File: src/rtl/mult16_share_sched.sv
// Round-robin scheduler sharing one pipelined 16x16 signed multiplier among NREQ requesters,
// with ID tagging and an in-order, credit-limited result FIFO. Optional macro: MULT_SCHED_PRIO_EN.
module mult16_share_sched #(
  parameter int NREQ   = 4,
  parameter int LAT    = 3,
  parameter int FDEPTH = 4
) (
  input  logic                 sys_clk,
  input  logic                 sys_rst_n,
  input  logic [NREQ-1:0]      req_valid,
  output logic [NREQ-1:0]      req_ready,
  input  logic [16*NREQ-1:0]   req_a,
  input  logic [16*NREQ-1:0]   req_b,
  output logic [15:0]          mul_a,
  output logic [15:0]          mul_b,
  output logic                 mul_vld_o,
  input  logic [31:0]          mul_p_i,
  output logic [NREQ-1:0]      rsp_valid,
  output logic [31:0]          rsp_p,
  input  logic [NREQ-1:0]      rsp_ready,
  output logic                 busy
);
  localparam int IDW = $clog2(NREQ);
  localparam int PW  = $clog2(FDEPTH);
  localparam int CW  = PW + 1;
  localparam logic [CW-1:0]     CNT_ONE  = CW'(1);
  localparam logic [CW-1:0]     CNT_MAX  = CW'(FDEPTH);
  localparam logic [PW-1:0]     PTR_ONE  = PW'(1);
  localparam logic [IDW:0]      NREQ_EXT = (IDW+1)'(NREQ);
  localparam logic [IDW-1:0]    ID_LAST  = IDW'(NREQ - 1);
  localparam logic [NREQ-1:0]   OH_ONE   = {{(NREQ-1){1'b0}}, 1'b1};

  logic [IDW-1:0]    rr_ptr_q, rr_ptr_d;
  logic [CW-1:0]     inflight_q, inflight_d;
  logic [CW-1:0]     cnt_q, cnt_d;
  logic [PW-1:0]     wr_ptr_q, wr_ptr_d;
  logic [PW-1:0]     rd_ptr_q, rd_ptr_d;
  logic [15:0]       mul_a_q, mul_a_d;
  logic [15:0]       mul_b_q, mul_b_d;
  logic              mul_vld_q, mul_vld_d;
  logic [IDW-1:0]    issue_id_q, issue_id_d;
  logic [LAT-1:0]    tag_vld_q;
  logic [IDW-1:0]    tag_id_q  [LAT];
  logic [31:0]       fifo_p_q  [FDEPTH];
  logic [IDW-1:0]    fifo_id_q [FDEPTH];

  logic [NREQ-1:0]   search_s;
  logic [2*NREQ-1:0] dbl_s;
  logic [NREQ-1:0]   rot_s;
  logic [IDW-1:0]    off_s;
  logic [IDW:0]      sum_s;
  logic [IDW-1:0]    gnt_id_s;
  logic              hit_s;
  logic              rr_adv_s;
  logic              credit_ok_s;
  logic [CW-1:0]     outstanding_s;
  logic              xfer_s;
  logic              push_s;
  logic              pop_s;
  logic              fifo_nempty_s;
  logic [15:0]       sel_a_s;
  logic [15:0]       sel_b_s;

  assign outstanding_s = inflight_q + cnt_q;
  assign fifo_nempty_s = (cnt_q != '0);

  // Rotate the request vector so the search always starts at rr_ptr, then undo the rotation.
  always_comb begin
    search_s = req_valid;
`ifdef MULT_SCHED_PRIO_EN
    search_s[0] = 1'b0;
`endif
    dbl_s = {search_s, search_s} >> rr_ptr_q;
    rot_s = dbl_s[NREQ-1:0];
    off_s = '0;
    hit_s = 1'b0;
    for (int k = NREQ - 1; k >= 0; k--) begin
      if (rot_s[k]) begin
        off_s = IDW'(k);
        hit_s = 1'b1;
      end else begin
        off_s = off_s;
      end
    end
    sum_s = {1'b0, rr_ptr_q} + {1'b0, off_s};
    if (sum_s >= NREQ_EXT) begin
      gnt_id_s = IDW'(sum_s - NREQ_EXT);
    end else begin
      gnt_id_s = sum_s[IDW-1:0];
    end
    rr_adv_s = 1'b1;
`ifdef MULT_SCHED_PRIO_EN
    if (req_valid[0]) begin
      gnt_id_s = '0;
      hit_s    = 1'b1;
      rr_adv_s = 1'b0;
    end else begin
      rr_adv_s = 1'b1;
    end
`endif
    credit_ok_s = (outstanding_s < CNT_MAX);
    if (hit_s && credit_ok_s) begin
      req_ready = OH_ONE << gnt_id_s;
    end else begin
      req_ready = '0;
    end
  end

  // Response side: FIFO head is presented to its owner only.
  always_comb begin
    if (fifo_nempty_s) begin
      rsp_valid = OH_ONE << fifo_id_q[rd_ptr_q];
      rsp_p     = fifo_p_q[rd_ptr_q];
    end else begin
      rsp_valid = '0;
      rsp_p     = 32'h0000_0000;
    end
  end

  // Next-state for issue stage, round-robin pointer, credit counters and FIFO pointers.
  always_comb begin
    xfer_s  = |(req_valid & req_ready);
    push_s  = tag_vld_q[LAT-1];
    pop_s   = |(rsp_valid & rsp_ready);
    sel_a_s = 16'h0000;
    sel_b_s = 16'h0000;
    for (int k = 0; k < NREQ; k++) begin
      if (req_ready[k]) begin
        sel_a_s = req_a[16*k +: 16];
        sel_b_s = req_b[16*k +: 16];
      end else begin
        sel_a_s = sel_a_s;
      end
    end

    mul_a_d    = mul_a_q;
    mul_b_d    = mul_b_q;
    mul_vld_d  = 1'b0;
    issue_id_d = issue_id_q;
    rr_ptr_d   = rr_ptr_q;
    if (xfer_s) begin
      mul_a_d    = sel_a_s;
      mul_b_d    = sel_b_s;
      mul_vld_d  = 1'b1;
      issue_id_d = gnt_id_s;
      if (rr_adv_s) begin
        rr_ptr_d = (gnt_id_s == ID_LAST) ? '0 : gnt_id_s + IDW'(1);
      end else begin
        rr_ptr_d = rr_ptr_q;
      end
    end else begin
      mul_vld_d = 1'b0;
    end

    case ({xfer_s, push_s})
      2'b10:   inflight_d = inflight_q + CNT_ONE;
      2'b01:   inflight_d = inflight_q - CNT_ONE;
      default: inflight_d = inflight_q;
    endcase

    case ({push_s, pop_s})
      2'b10:   cnt_d = cnt_q + CNT_ONE;
      2'b01:   cnt_d = cnt_q - CNT_ONE;
      default: cnt_d = cnt_q;
    endcase

    wr_ptr_d = push_s ? wr_ptr_q + PTR_ONE : wr_ptr_q;
    rd_ptr_d = pop_s  ? rd_ptr_q + PTR_ONE : rd_ptr_q;
  end

  // Control and issue registers.
  always_ff @(posedge sys_clk or negedge sys_rst_n) begin
    if (!sys_rst_n) begin
      rr_ptr_q   <= '0;
      inflight_q <= '0;
      cnt_q      <= '0;
      wr_ptr_q   <= '0;
      rd_ptr_q   <= '0;
      mul_a_q    <= 16'h0000;
      mul_b_q    <= 16'h0000;
      mul_vld_q  <= 1'b0;
      issue_id_q <= '0;
    end else begin
      rr_ptr_q   <= rr_ptr_d;
      inflight_q <= inflight_d;
      cnt_q      <= cnt_d;
      wr_ptr_q   <= wr_ptr_d;
      rd_ptr_q   <= rd_ptr_d;
      mul_a_q    <= mul_a_d;
      mul_b_q    <= mul_b_d;
      mul_vld_q  <= mul_vld_d;
      issue_id_q <= issue_id_d;
    end
  end

  // Tag pipe tracks the multiplier stages so each product is captured with its owner ID.
  always_ff @(posedge sys_clk or negedge sys_rst_n) begin
    if (!sys_rst_n) begin
      tag_vld_q <= '0;
      for (int k = 0; k < LAT; k++) begin
        tag_id_q[k] <= '0;
      end
    end else begin
      tag_vld_q[0] <= mul_vld_q;
      tag_id_q[0]  <= issue_id_q;
      for (int k = 1; k < LAT; k++) begin
        tag_vld_q[k] <= tag_vld_q[k-1];
        tag_id_q[k]  <= tag_id_q[k-1];
      end
    end
  end

  // Result FIFO storage; credit accounting guarantees a free slot for every push.
  always_ff @(posedge sys_clk or negedge sys_rst_n) begin
    if (!sys_rst_n) begin
      for (int k = 0; k < FDEPTH; k++) begin
        fifo_p_q[k]  <= 32'h0000_0000;
        fifo_id_q[k] <= '0;
      end
    end else if (push_s) begin
      fifo_p_q[wr_ptr_q]  <= mul_p_i;
      fifo_id_q[wr_ptr_q] <= tag_id_q[LAT-1];
    end else begin
      fifo_p_q[wr_ptr_q]  <= fifo_p_q[wr_ptr_q];
    end
  end

  assign mul_a     = mul_a_q;
  assign mul_b     = mul_b_q;
  assign mul_vld_o = mul_vld_q;
  assign busy      = (outstanding_s != '0) | mul_vld_q;

endmodule

File: config.mk
export PLATFORM = sky130hd
export DESIGN_NAME = mult16_share_sched
export DESIGN_NICKNAME = d
export VERILOG_FILES = /design/src/rtl/mult16_share_sched.sv
export SDC_FILE = /design/constraint.sdc
export NUM_CORES = 1
export LEC_CHECK = 0
export CAP_MARGIN = 20
export CELL_PAD_IN_SITES_DETAIL_PLACEMENT = 0
export CELL_PAD_IN_SITES_GLOBAL_PLACEMENT = 1
export CORE_ASPECT_RATIO = 1.2
export CORE_UTILIZATION = 40
export DETAILED_ROUTE_END_ITERATION = 6
export GPL_TIMING_DRIVEN = 0
export PLACE_DENSITY = 0.9
export SETUP_SLACK_MARGIN = 0.05
export SLEW_MARGIN = 5
export SYNTH_ARGS = -nofsm -noshare
export SYNTH_HDL_FRONTEND = slang
export SYNTH_SLANG_ARGS = --single-unit
export TNS_END_PERCENT = 1
File: constraint.sdc
create_clock -name sys_clk -period 8.2 [get_ports sys_clk]
set_input_delay 2.46 -clock sys_clk [delete_from_list [all_inputs] [get_ports sys_clk]]
set_output_delay 2.46 -clock sys_clk [all_outputs]
set_load 0.05 [all_outputs]
==> impl_results.md, run 1 <==
* Status: finished clean
* DRC errors left at 0
* Reg2Reg Depth at 18
* Core Area at 27200 sq um
* GRT Util Overall at 25.1%
* Crit path from: req_valid[3]
* CP Capture Point: req_ready[1]
* Post-synth top area share at 43.3%
* Synth area leader: dfrtp_1
* Post-synthesis cell type count at 52
* Fmax at 125 MHz
* Worst Tran Pin Value at 928 ps
* Register area at 4800 sq um
* Wire length per cell at 20.7 um
* Vias in the first global route at 9967
* Worst slew margin at 38.1%
* Critical R2R Launch: rr_ptr_q[0]
* Post-synth EDFFs at 0
* Crit path required time at 5740 ps
* Num CTS Buffers at 17
* Pre-CTS setup slack at -1450 ps
* Worst-path clk slew at 70 ps
* Post-route ant nets at 0
* Multi-input gate area at 5710 sq um
* CP Class: input port to output port
* Starting density of the core at 40.8%
* Slew Viols, Final at 0
* Setup violators final at 0
* Final nets at 1505
* Syn_area_per_cell at 10.5 sq um
* Initial antenna violation count at 0
* Hold Path Class: flip-flop to flip-flop
* Vias/cell at 5.72
* Most frequent cells in the layout: 238 x clkdlybuf4s50_1, 192 x dfrtp_1, 169 x nor2_1
* IO Port Bufs at 243
* Top post-synthesis cells by area: dfrtp_1 43%, mux4_2 14%, a21oi_1 5.8%
* Die Span Y at 184 um
* Crit share post-route at 97.4%
* Placed Cells incl. Taps at 1638
* Die area at 28400 sq um
* Share of cells above drive strength 1 at 14.1%
* Antenna cells at 0
* Crit path capture type: output port
* Post-Syn Nets at 1236
* Cell area after synthesis at 11100 sq um
* Fill cell total of the finished layout at 2386
* Post-synth ARST share at 100%
* Worst Path Max Fanout at 10
* Clk buf depth at 2
* CTS tree: built
* Clock latency on the worst-skew pair at 450 ps
* Max Cap Viol at 0
* Worst setup margin at 213 ps
* Vias at 9582
* Area grow syn2layout at 32.8%
* I/O pins at 244
* Most common cell after layout, fill and taps aside: clkdlybuf4s50_1
* Pre-antenna DRT Iters at 5
* Yosys warnings at 0
* Primary FF master, synth: dfrtp_1
* Post-DP HPWL at 24800 um
* RSZ-0062 raised after global routing: true
* Largest net degree at the start of global routing at 100
* Fin Clk Skew at 17.9 ps
* Die width at 154 um
* Finished Layout Cells at 1676
* Final Critical Period at 7990 ps
* Htree depth at 4
* Fin. Hold Viols at 0
* Drt total wl at 34700 um
* R2R setup slack at 3830 ps
* Sink Count at 192
* Worst EP arrival at 5530 ps
* GR Overflow Total at 0
* Synth Register Bits at 192
* # rows at 66
* Register area share after synthesis at 43.3%
* Worst Setup Start Kind: input port
* First-pass GRT wire length at 54400 um
* CTS Root Cell: clkbuf_16
* RR Endpoint: mul_a[12]
* Final Wtd Congestion at 0.933
* Cells after synthesis at 1054
* DRT iter0 DRCs at 661
-- what timing repair did --
action / CTS / global route
gates resized for setup: 19 / 10
setup buffers: 1 / 4
endpoints found under the setup margin: 4 / 4
hold buffers: 0 / 0
hold endpoints to repair: 0 / 0
pin swaps: 1 / 2
-- metrics by stage --
stage | TNS (ps) | area [sq um] | hold slack, ps | utilization [%]
floorplan | 0 | 11100 | 331 | -
global placement | -670970 | 14000 | 334 | 51.4
detailed placement | -2870 | 14000 | 337 | 51.5
CTS | 0 | 14600 | 347 | 53.9
global route | 0 | 14700 | 350 | 54.2
finish | 0 | 14700 | 345 | 54.2
-- worst max-delay path, stage by stage --
cell	delay, ps
clkdlybuf4s50_1	500
buf_4	180
nand2b_1	130
o221ai_1	110
o21ai_1	100
o221ai_1	150
ha_2	410
nand3_1	240
clkbuf_1	370
nor2_1	300
dlygate4sd2_1	570
-- flip-flops by register name, indices dropped and copies added (netlist names) --
signal,count
mul_a,16
cnt_q,3
rd_ptr_q,2
mul_b,16
tag_vld_q,3
issue_id_q,2
mul_vld_o,1
tag_id_q,6
fifo_p_q,128
wr_ptr_q,2
fifo_id_q,8
inflight_q,3
rr_ptr_q,2
-- cell usage after synthesis (7+ instances only) --
library cell,n
o31a_1,32
nor2_1,169
xnor2_1,8
a21oi_1,129
ha_1,9
mux2_2,25
and2_1,33
mux4_2,67
xor2_1,7
nor4b_1,32
buf_2,11
mux2_4,20
dfrtp_1,192
inv_1,45
mux2i_1,34
clkbuf_1,69
nand2_1,78
a41oi_1,32
-- worst min path at each step --
stage	startpoint	end	slack, ps	depth (start not counted)
3_5_place_dp	tag_id_q[5]	tag_id_q[3]	340	0
2_1_floorplan	tag_id_q[2]	tag_id_q[0]	330	0
4_1_cts	tag_id_q[5]	tag_id_q[3]	350	0
5_1_grt	tag_id_q[5]	tag_id_q[3]	350	0
6_report	tag_id_q[5]	tag_id_q[3]	340	0
3_3_place_gp	tag_id_q[5]	tag_id_q[3]	330	0
-- metal layers --
| layer | track usage (%) | routed length, um |
|---|---|---|
| met5 | 0 | 0 |
| met4 | 9.12 | 843 |
| met3 | 5.43 | 2930 |
| met2 | 44.5 | 17600 |
| met1 | 30.0 | 13300 |
-- kinds of logic after synthesis --
logic type | share of synthesized area [%]
and+or+nand+nor | 14.3
DFF | 43.3
buffers and inverters | 5.50
muxes | 21.9
AOI/OAI and AO/OA | 12.0
xor gates and xnor gates | 1.39
adders and majority gates | 1.56
-- final cells by class --
type	instances	area share, %
Sequential cell	192	32.6
Inverter	46	1.17
Clock buffer	17	2.89
Buffer	94	3.13
Timing Repair Buffer	251	17.1
Multi-Input combinational cell	721	38.8
Clock inverter	15	1.43
Tap cell	340	2.89
Power of run 1 is not shown: default switching activity piles up to over one toggle a cycle in this logic, so the estimate is an artifact.
==> run 2: changes to the inputs <==
--- a/config.mk
+++ b/config.mk
@@ -5,7 +5,7 @@
 export SDC_FILE = /design/constraint.sdc
 export NUM_CORES = 1
 export LEC_CHECK = 0
-export CAP_MARGIN = 20
+export CAP_MARGIN = 10
 export CELL_PAD_IN_SITES_DETAIL_PLACEMENT = 0
 export CELL_PAD_IN_SITES_GLOBAL_PLACEMENT = 1
 export CORE_ASPECT_RATIO = 1.2
==> impl_results.md, run 2 (synthesis gave the netlist of run 1 again) <==
* Fin. Hold Viols at 0
* Core Area at 27200 sq um
* CTS Hold Bufs at 0
* Antenna cells at 0
* Hold Startpoint: tag_id_q[5]
* Crit path required time at 5740 ps
* Met3 WL at 2830 um
* Final Critical Period at 7990 ps
* IO Port Bufs at 243
* Sink Count at 192
* CTS tree: built
* Core Util, Final at 54.1%
* Worst slew margin at 28.2%
* Vias in the first global route at 9967
* Worst Path Max Fanout at 10
* Drt total wl at 34700 um
* Clk buf depth at 2
* Fin Clk Skew at 18.0 ps
* Area grow syn2layout at 32.5%
* Die area at 28400 sq um
* Htree depth at 4
* Worst EP arrival at 5530 ps
* RSZ-0062 raised after global routing: true
* Status: finished clean
* Post-DP HPWL at 24800 um
* GR Overflow Total at 0
* Most frequent cells in the layout: 238 x clkdlybuf4s50_1, 192 x dfrtp_1, 169 x nor2_1
* WHS Endpoint: tag_id_q[3]
* DRT iter0 DRCs at 609
* Pre-CTS setup slack at -1450 ps
* Design area at 14700 sq um
* Max Cap Viol at 0
* Critical R2R Launch: rr_ptr_q[0]
* Hold path depth at 0
* Worst-path clk slew at 70 ps
* Setup violators final at 0
* Fmax at 125 MHz
* First-pass GRT wire length at 54400 um
* Share of cells above drive strength 1 at 14.0%
* Reg2Reg Depth at 18
* Vias/cell at 5.68
* Clock latency on the worst-skew pair at 440 ps
* Worst Tran Pin Value at 1080 ps
* Most common cell after layout, fill and taps aside: clkdlybuf4s50_1
* Starting density of the core at 40.8%
* Number of flip-flops in the largest register at 128
* Final nets at 1503
* RR Endpoint: mul_a[12]
* # rows at 66
* GRT Util Overall at 25.1%
* Worst setup margin at 209 ps
* Crit share post-route at 97.4%
* R2R setup slack at 3860 ps
* Post-route ant nets at 0
* Pre-antenna DRT Iters at 5
* M1 wire length at 13500 um
* Met2 WL at 17500 um
* Die width at 154 um
* Uppermost layer routed: met4
* Num CTS Buffers at 17
* CTS Root Cell: clkbuf_16
* I/O pins at 244
* DP Area at 14000 sq um
* Hold slack at 345 ps
* Hold Path Class: flip-flop to flip-flop
* Initial antenna violation count at 0
* Crit path from: req_valid[3]
* Wire length per cell at 20.7 um
* Largest net degree at the start of global routing at 100
* Die Span Y at 184 um
* Worst Setup Start Kind: input port
* Crit path capture type: output port
* DRC errors left at 0
* Vias at 9508
* Reg with most FFs: fifo_p_q
* Final Wtd Congestion at 0.933
* CP Class: input port to output port
* Slew Viols, Final at 0
-- run 2: cell types whose count changed in the layout (fill, tap and decap cells not counted) --
| cell | change |
|---|---|
| buf_6 | -1 |
| buf_8 | -1 |
-- run 2: cell type report --
cell class	count	area, sq um
Sequential cell	192	4800
Tap cell	340	425
Inverter	46	173
Multi-Input combinational cell	721	5710
Buffer	94	462
Clock inverter	15	210
Fill cell	2389	12500
Timing Repair Buffer	249	2490
Clock buffer	17	425
-- run 2: worst max-delay path, cell delays in order --
cell             delay, ps
clkdlybuf4s50_1        500
buf_4                  180
nand2b_1               130
o221ai_1               110
o21ai_1                100
o221ai_1               150
ha_2                   420
nand3_1                240
clkbuf_1               370
nor2_1                 300
dlygate4sd2_1          570
-- run 2: what timing repair did --
| action | 4_1_cts | 5_1_grt |
|---|---|---|
| setup endpoints to repair | 4 | 4 |
| pin swaps | 1 | 2 |
| gates resized for setup | 19 | 10 |
| setup buffers | 1 | 4 |
| gates cloned | 0 | 0 |
-- run 2: worst max path at each step --
stage / end / slack [ps] / depth (start not counted)
final: req_ready[1] / 210 / 11
after global routing: req_ready[3] / 20 / 16
after CTS: req_ready[3] / 50 / 16
after detailed placement: req_ready[3] / -1450 / 16
after global placement: mul_a[12] / -3490 / 1
after floorplan: req_ready[3] / 540 / 15
-- run 2: metrics by stage --
step,setup TNS [ps],instances
floorplan,0,1054
global placement,-670970,1637
detailed placement,-2870,1638
CTS,0,1670
global route,0,1674
finish,0,1674
-- run 2: layer usage --
metal / track usage (%) / vias to the layer above
met2: 44.5 / 470
li1: - / 4300
met3: 5.43 / 47
met1: 30.0 / 4691
met5: 0 / -
met4: 9.12 / 0
Power of run 2 is left out for the same reason.
==> variant 1 (flow settings as in run 1) <==
Change the parameter `FDEPTH` from 4 to 2.
--- a/src/rtl/mult16_share_sched.sv
+++ b/src/rtl/mult16_share_sched.sv
@@ -3,7 +3,7 @@
 module mult16_share_sched #(
   parameter int NREQ   = 4,
   parameter int LAT    = 3,
-  parameter int FDEPTH = 4
+  parameter int FDEPTH = 2
 ) (
   input  logic                 sys_clk,
   input  logic                 sys_rst_n,
Function: changed (a bounded check fails within 4 cycles, from zero or initial values and one cycle with sys_rst_n low).
==> variant 1 against run 1 <==
  * Global-route usage decreased by 1.4 points
  * Cell count shrank 33%
  * Sequential cell count decreased by 72
  * Routed wire length is 42% lower
  * Sequential share of layout area is 2.8 points lower
  * Design area down 32%
  * Area after synthesis down 39%
  * Worst setup slack worse by 62 ps
  * Highest routed layer unchanged
Power is left out: the tool's default activity adds up to more than one toggle a clock period on the data nets, which glitch-free logic cannot reach.
==> variant 1: results <==
INSERT INTO impl_metrics (metric_group, metric, value, unit) VALUES
('cts', 'clk-insertion-delay-late', '410', 'ps'),
('status', 'status', 'complete, no violations', ''),
('layout', 'post_route_cells_drive_above_1_share', '18.53', '%'),
('detailed_routing', 'dr.first_iter.drc_count', '282', ''),
('hold_path', 'hold_path_startpoint', 'tag_id_q[2]$_DFF_PN0_', ''),
('yosys', 'synth_common_cells', 'dfrtp_1, mux2_2, a31oi_1', ''),
('placed_design', 'placed_cells_incl_taps', '1092', ''),
('global_routing', 'grt_pass1_vias', '6081', ''),
('yosys', 'synth_cells', '638', ''),
('detailed_routing', 'num_vias', '6002', ''),
('layout', 'final_net_count', '1074', ''),
('placed_design', 'place_hpwl', '15020', 'um'),
('detailed_routing', 'vias_per_cell', '5.340', ''),
('detailed_routing', 'avgRoutedWirePerCell', '17.86', 'um'),
('yosys', 'ys_seq_area_share', '44.70', '%'),
('yosys', 'synthDistinctLibCells', '55', ''),
('placed_design', 'dp_worst_setup_slack', '-1174', 'ps'),
('global_routing', 'grt_start_max_net_pins', '96', ''),
('cts', 'cts_repair_resize_count', '14', ''),
('yosys', 'synth_top_cells_by_area', 'dfrtp_1, mux2_2, a31oi_1, mux2i_1, o221ai_2', '');
[variant 1: cell count changes after synthesis, sizes merged, moves of 33 or more]
cell and change:
a21oi -127, a31oi +63, and2 -33, clkbuf -48, dfrtp -72, mux4 -66
nand2 -37, nor2 -118
[variant 1: per-layer routing]
layer / up-vias / wire length (um) / part of all wire (%) / track usage, %
met2: 247 / 9777 / 49 / 40.38
li1: 2859 / - / - / -
met3: 26 / 1814 / 9.0 / 7.698
met4: 0 / 321 / 1.6 / 8.642
met5: - / 0 / 0 / 0
met1: 2870 / 8156 / 41 / 27.87
[variant 1: cell type report]
type                       count  area [um2]
fill                        1415        6281
multi-input combinational    423        3311
sequential                   120        3003
timing repair buffer         243        2439
clock buffer                  18       439.2
buffer                        54       292.8
tap                          212       265.3
inverter                      40       156.4
clock inverter                14       148.9
[variant 1: kinds of logic (layout without fill, tap and decap cells)]
| family | Yosys count | in the layout | synth area share [%] |
|---|---|---|---|
| compound gates | 155 | 155 | 18.53 |
| simple gates | 147 | 147 | 10.26 |
| mux | 105 | 105 | 17.27 |
| buf+inv | 95 | 369 | 6.631 |
| fa+ha+maj | 5 | 5 | 0.9313 |
| flops | 120 | 120 | 44.70 |
| xor+xnor | 11 | 11 | 1.676 |
[variant 1: worst paths after layout]
kind                                       endpoint  slack, ps  depth (start not counted)
min in group asynchronous    tag_vld_q[1]$_DFF_PN0_       1910                          1
max reg2reg                    mul_b[6]$_DFFE_PN0P_       4250                         16
min reg2reg                   tag_id_q[0]$_DFF_PN0_        350                          0
max in group asynchronous  fifo_p_q[30]$_DFFE_PN0P_       5550                          2
min                           tag_id_q[0]$_DFF_PN0_        350                          0
max                                    req_ready[2]        150                         12
==> variant 2 (settings of run 1) <==
Without the edit above. Make the reset (`sys_rst_n`) synchronous in 3 clocked blocks.
--- a/src/rtl/mult16_share_sched.sv
+++ b/src/rtl/mult16_share_sched.sv
@@ -169,7 +169,7 @@
   end
 
   // Control and issue registers.
-  always_ff @(posedge sys_clk or negedge sys_rst_n) begin
+  always_ff @(posedge sys_clk) begin
     if (!sys_rst_n) begin
       rr_ptr_q   <= '0;
       inflight_q <= '0;
@@ -194,7 +194,7 @@
   end
 
   // Tag pipe tracks the multiplier stages so each product is captured with its owner ID.
-  always_ff @(posedge sys_clk or negedge sys_rst_n) begin
+  always_ff @(posedge sys_clk) begin
     if (!sys_rst_n) begin
       tag_vld_q <= '0;
       for (int k = 0; k < LAT; k++) begin
@@ -211,7 +211,7 @@
   end
 
   // Result FIFO storage; credit accounting guarantees a free slot for every push.
-  always_ff @(posedge sys_clk or negedge sys_rst_n) begin
+  always_ff @(posedge sys_clk) begin
     if (!sys_rst_n) begin
       for (int k = 0; k < FDEPTH; k++) begin
         fifo_p_q[k]  <= 32'h0000_0000;
Formal check against the unedited RTL: differs if sys_rst_n is asserted again (counterexample within 4 cycles, from zero or initial values and one cycle with sys_rst_n low); with sys_rst_n held inactive, the same outputs for 4 cycles.
==> variant 2 against run 1 <==
  * Area after synthesis decreased by 16%
  * Non-clock buffer count is 35 lower
  * Hold slack better by 90 ps
  * Worst setup slack got worse by 15 ps
  * Sequential share of layout area is 8.1 points higher
  * Die area fell by 15%
  * Design area shrank 13%
  * Routed wire length shrank 25%
  * Sequential cell count is 2 higher
  * Critical path type unchanged
  * Highest routed layer unchanged
==> variant 2: results <==
INSERT INTO impl_metrics (metric_group, metric, value, unit) VALUES
('status', 'status', 'complete, no violations', ''),
('placed_design', 'placed_cells_incl_taps', '1369', ''),
('cts', 'cts_setup_buffers', '0', ''),
('detailed_routing', 'num_vias', '7098', ''),
('global_routing', 'grt_pass1_vias', '7267', ''),
('layout', 'final_net_count', '1254', ''),
('yosys', 'synth_cells', '808', ''),
('hold_path', 'hold_path_startpoint', 'tag_id_q[0][3]$_SDFF_PN0_', ''),
('critical_path', 'regToRegEndpoint', 'inflight_q[2]$_SDFFE_PN0P_', ''),
('global_routing', 'grt_antenna_before_repair', '2', ''),
('global_routing', 'grt_usage', '22.25', '%'),
('yosys', 'number_of_flops_mapped_to_enable_cells_by_yosys', '136', ''),
('placed_design', 'gp_routability_congestion', '0.9452', ''),
('detailed_routing', 'wl_met3', '2022', 'um'),
('critical_path', 'crit_start', 'req_valid[1]', ''),
('sta', 'fin_worst_skew', '10.84', 'ps'),
('layout', 'post_route_cells_drive_above_1_share', '8.564', '%'),
('critical_path', 'critical_path.reg2reg.startpoint', 'rr_ptr_q[0]$_SDFFE_PN0P_', ''),
('yosys', 'synth_top_cells_by_area', 'edfxtp_1, dfxtp_1, and2_1, mux4_2, o21ai_0', ''),
('yosys', 'synth_common_cells', 'edfxtp_1, and2_1, nand2_1', ''),
('global_routing', 'wire_length_of_the_first_global_routing_pass', '39390', 'um'),
('placed_design', 'dp_worst_setup_slack', '-947.6', 'ps'),
('layout', 'layout.filler_cells', '2033', ''),
('sta', 'hold-worst-slack', '435.0', 'ps'),
('detailed_routing', 'totalWireLength', '25970', 'um');
[variant 2: cell count changes after synthesis, sizes merged, moves of 65 or more]
cell / change
dfrtp: -192
o21ai: +65
and2: +90
a21oi: -95
edfxtp: +136
nor2: -161
[variant 2: power by group through the flow]
stage	clock [W]	combinational, W	sequential, W
floorplan	0	0.000945	0.00144
global placement	0	0.00174	0.00123
detailed placement	0	0.00176	0.00123
CTS	0.000841	0.00176	0.00121
global route	0.000879	0.00191	0.00122
finish	0.000827	0.00174	0.00121
[variant 2: cell families (layout without fill, tap and decap cells)]
family / count (synthesis) / after routing / share of synthesized area, %
AO/OA/AOI/OAI: 151 / 151 / 8.989
flip-flops: 194 / 194 / 55.99
other: 0 / 3 / 0
XOR/XNOR: 9 / 9 / 1.002
adder cells (fa/ha/maj): 11 / 11 / 1.710
buffers and inverters: 79 / 357 / 3.286
multiplexers: 38 / 38 / 8.602
AND/OR/NAND/NOR: 326 / 326 / 20.42
[variant 2: worst max path at each step]
stage	endpoint	slack, ps
after floorplan	req_ready[1]	670
after global placement	req_ready[1]	-940
after detailed placement	req_ready[1]	-950
after CTS	req_ready[1]	0.9
after global routing	req_ready[1]	-20
final	req_ready[1]	200
[variant 2: per-layer routing]
| metal | GRT usage, % | vias to the layer above |
|---|---|---|
| li1 | - | 3434 |
| met5 | 0 | - |
| met4 | 9.116 | 0 |
| met1 | 23.85 | 3363 |
| met2 | 40.65 | 255 |
| met3 | 6.462 | 46 |
[variant 2: worst max-delay path, cell delays in order]
cell and delay (ps):
clkdlybuf4s50_1 600, nor2_1 90, or4_1 400, o2111ai_1 110, ha_1 230, xor2_2 230, ha_1 250, clkbuf_2 240
clkbuf_2 250, clkbuf_4 250, and2_1 160, buf_2 260
[variant 2: timing repair]
item | in CTS | in global routing
endpoints found under the setup margin | 4 | 4
gates cloned | 0 | 0
resized for setup | 14 | 10
[variant 2: final cells by class]
cell class	count	area, um2	area share [%]
diodes	3	7.507	0.05827
plain buffers	64	261.5	2.030
clock buffers	17	425.4	3.302
clock inverters	15	166.4	1.292
inverters	15	56.30	0.4370
multi-input cells	535	3841	29.81
flip-flops and latches	194	5245	40.71
well taps	315	394.1	3.059
repair buffers	246	2486	19.30
[variant 2: through the flow]
stage / utilization, % / cell area, um2
final: 55.90 / 12880
after global routing: 55.87 / 12880
after CTS: 55.91 / 12890
after detailed placement: 53.28 / 12280
after global placement: 52.82 / 12170
after floorplan: - / 9368
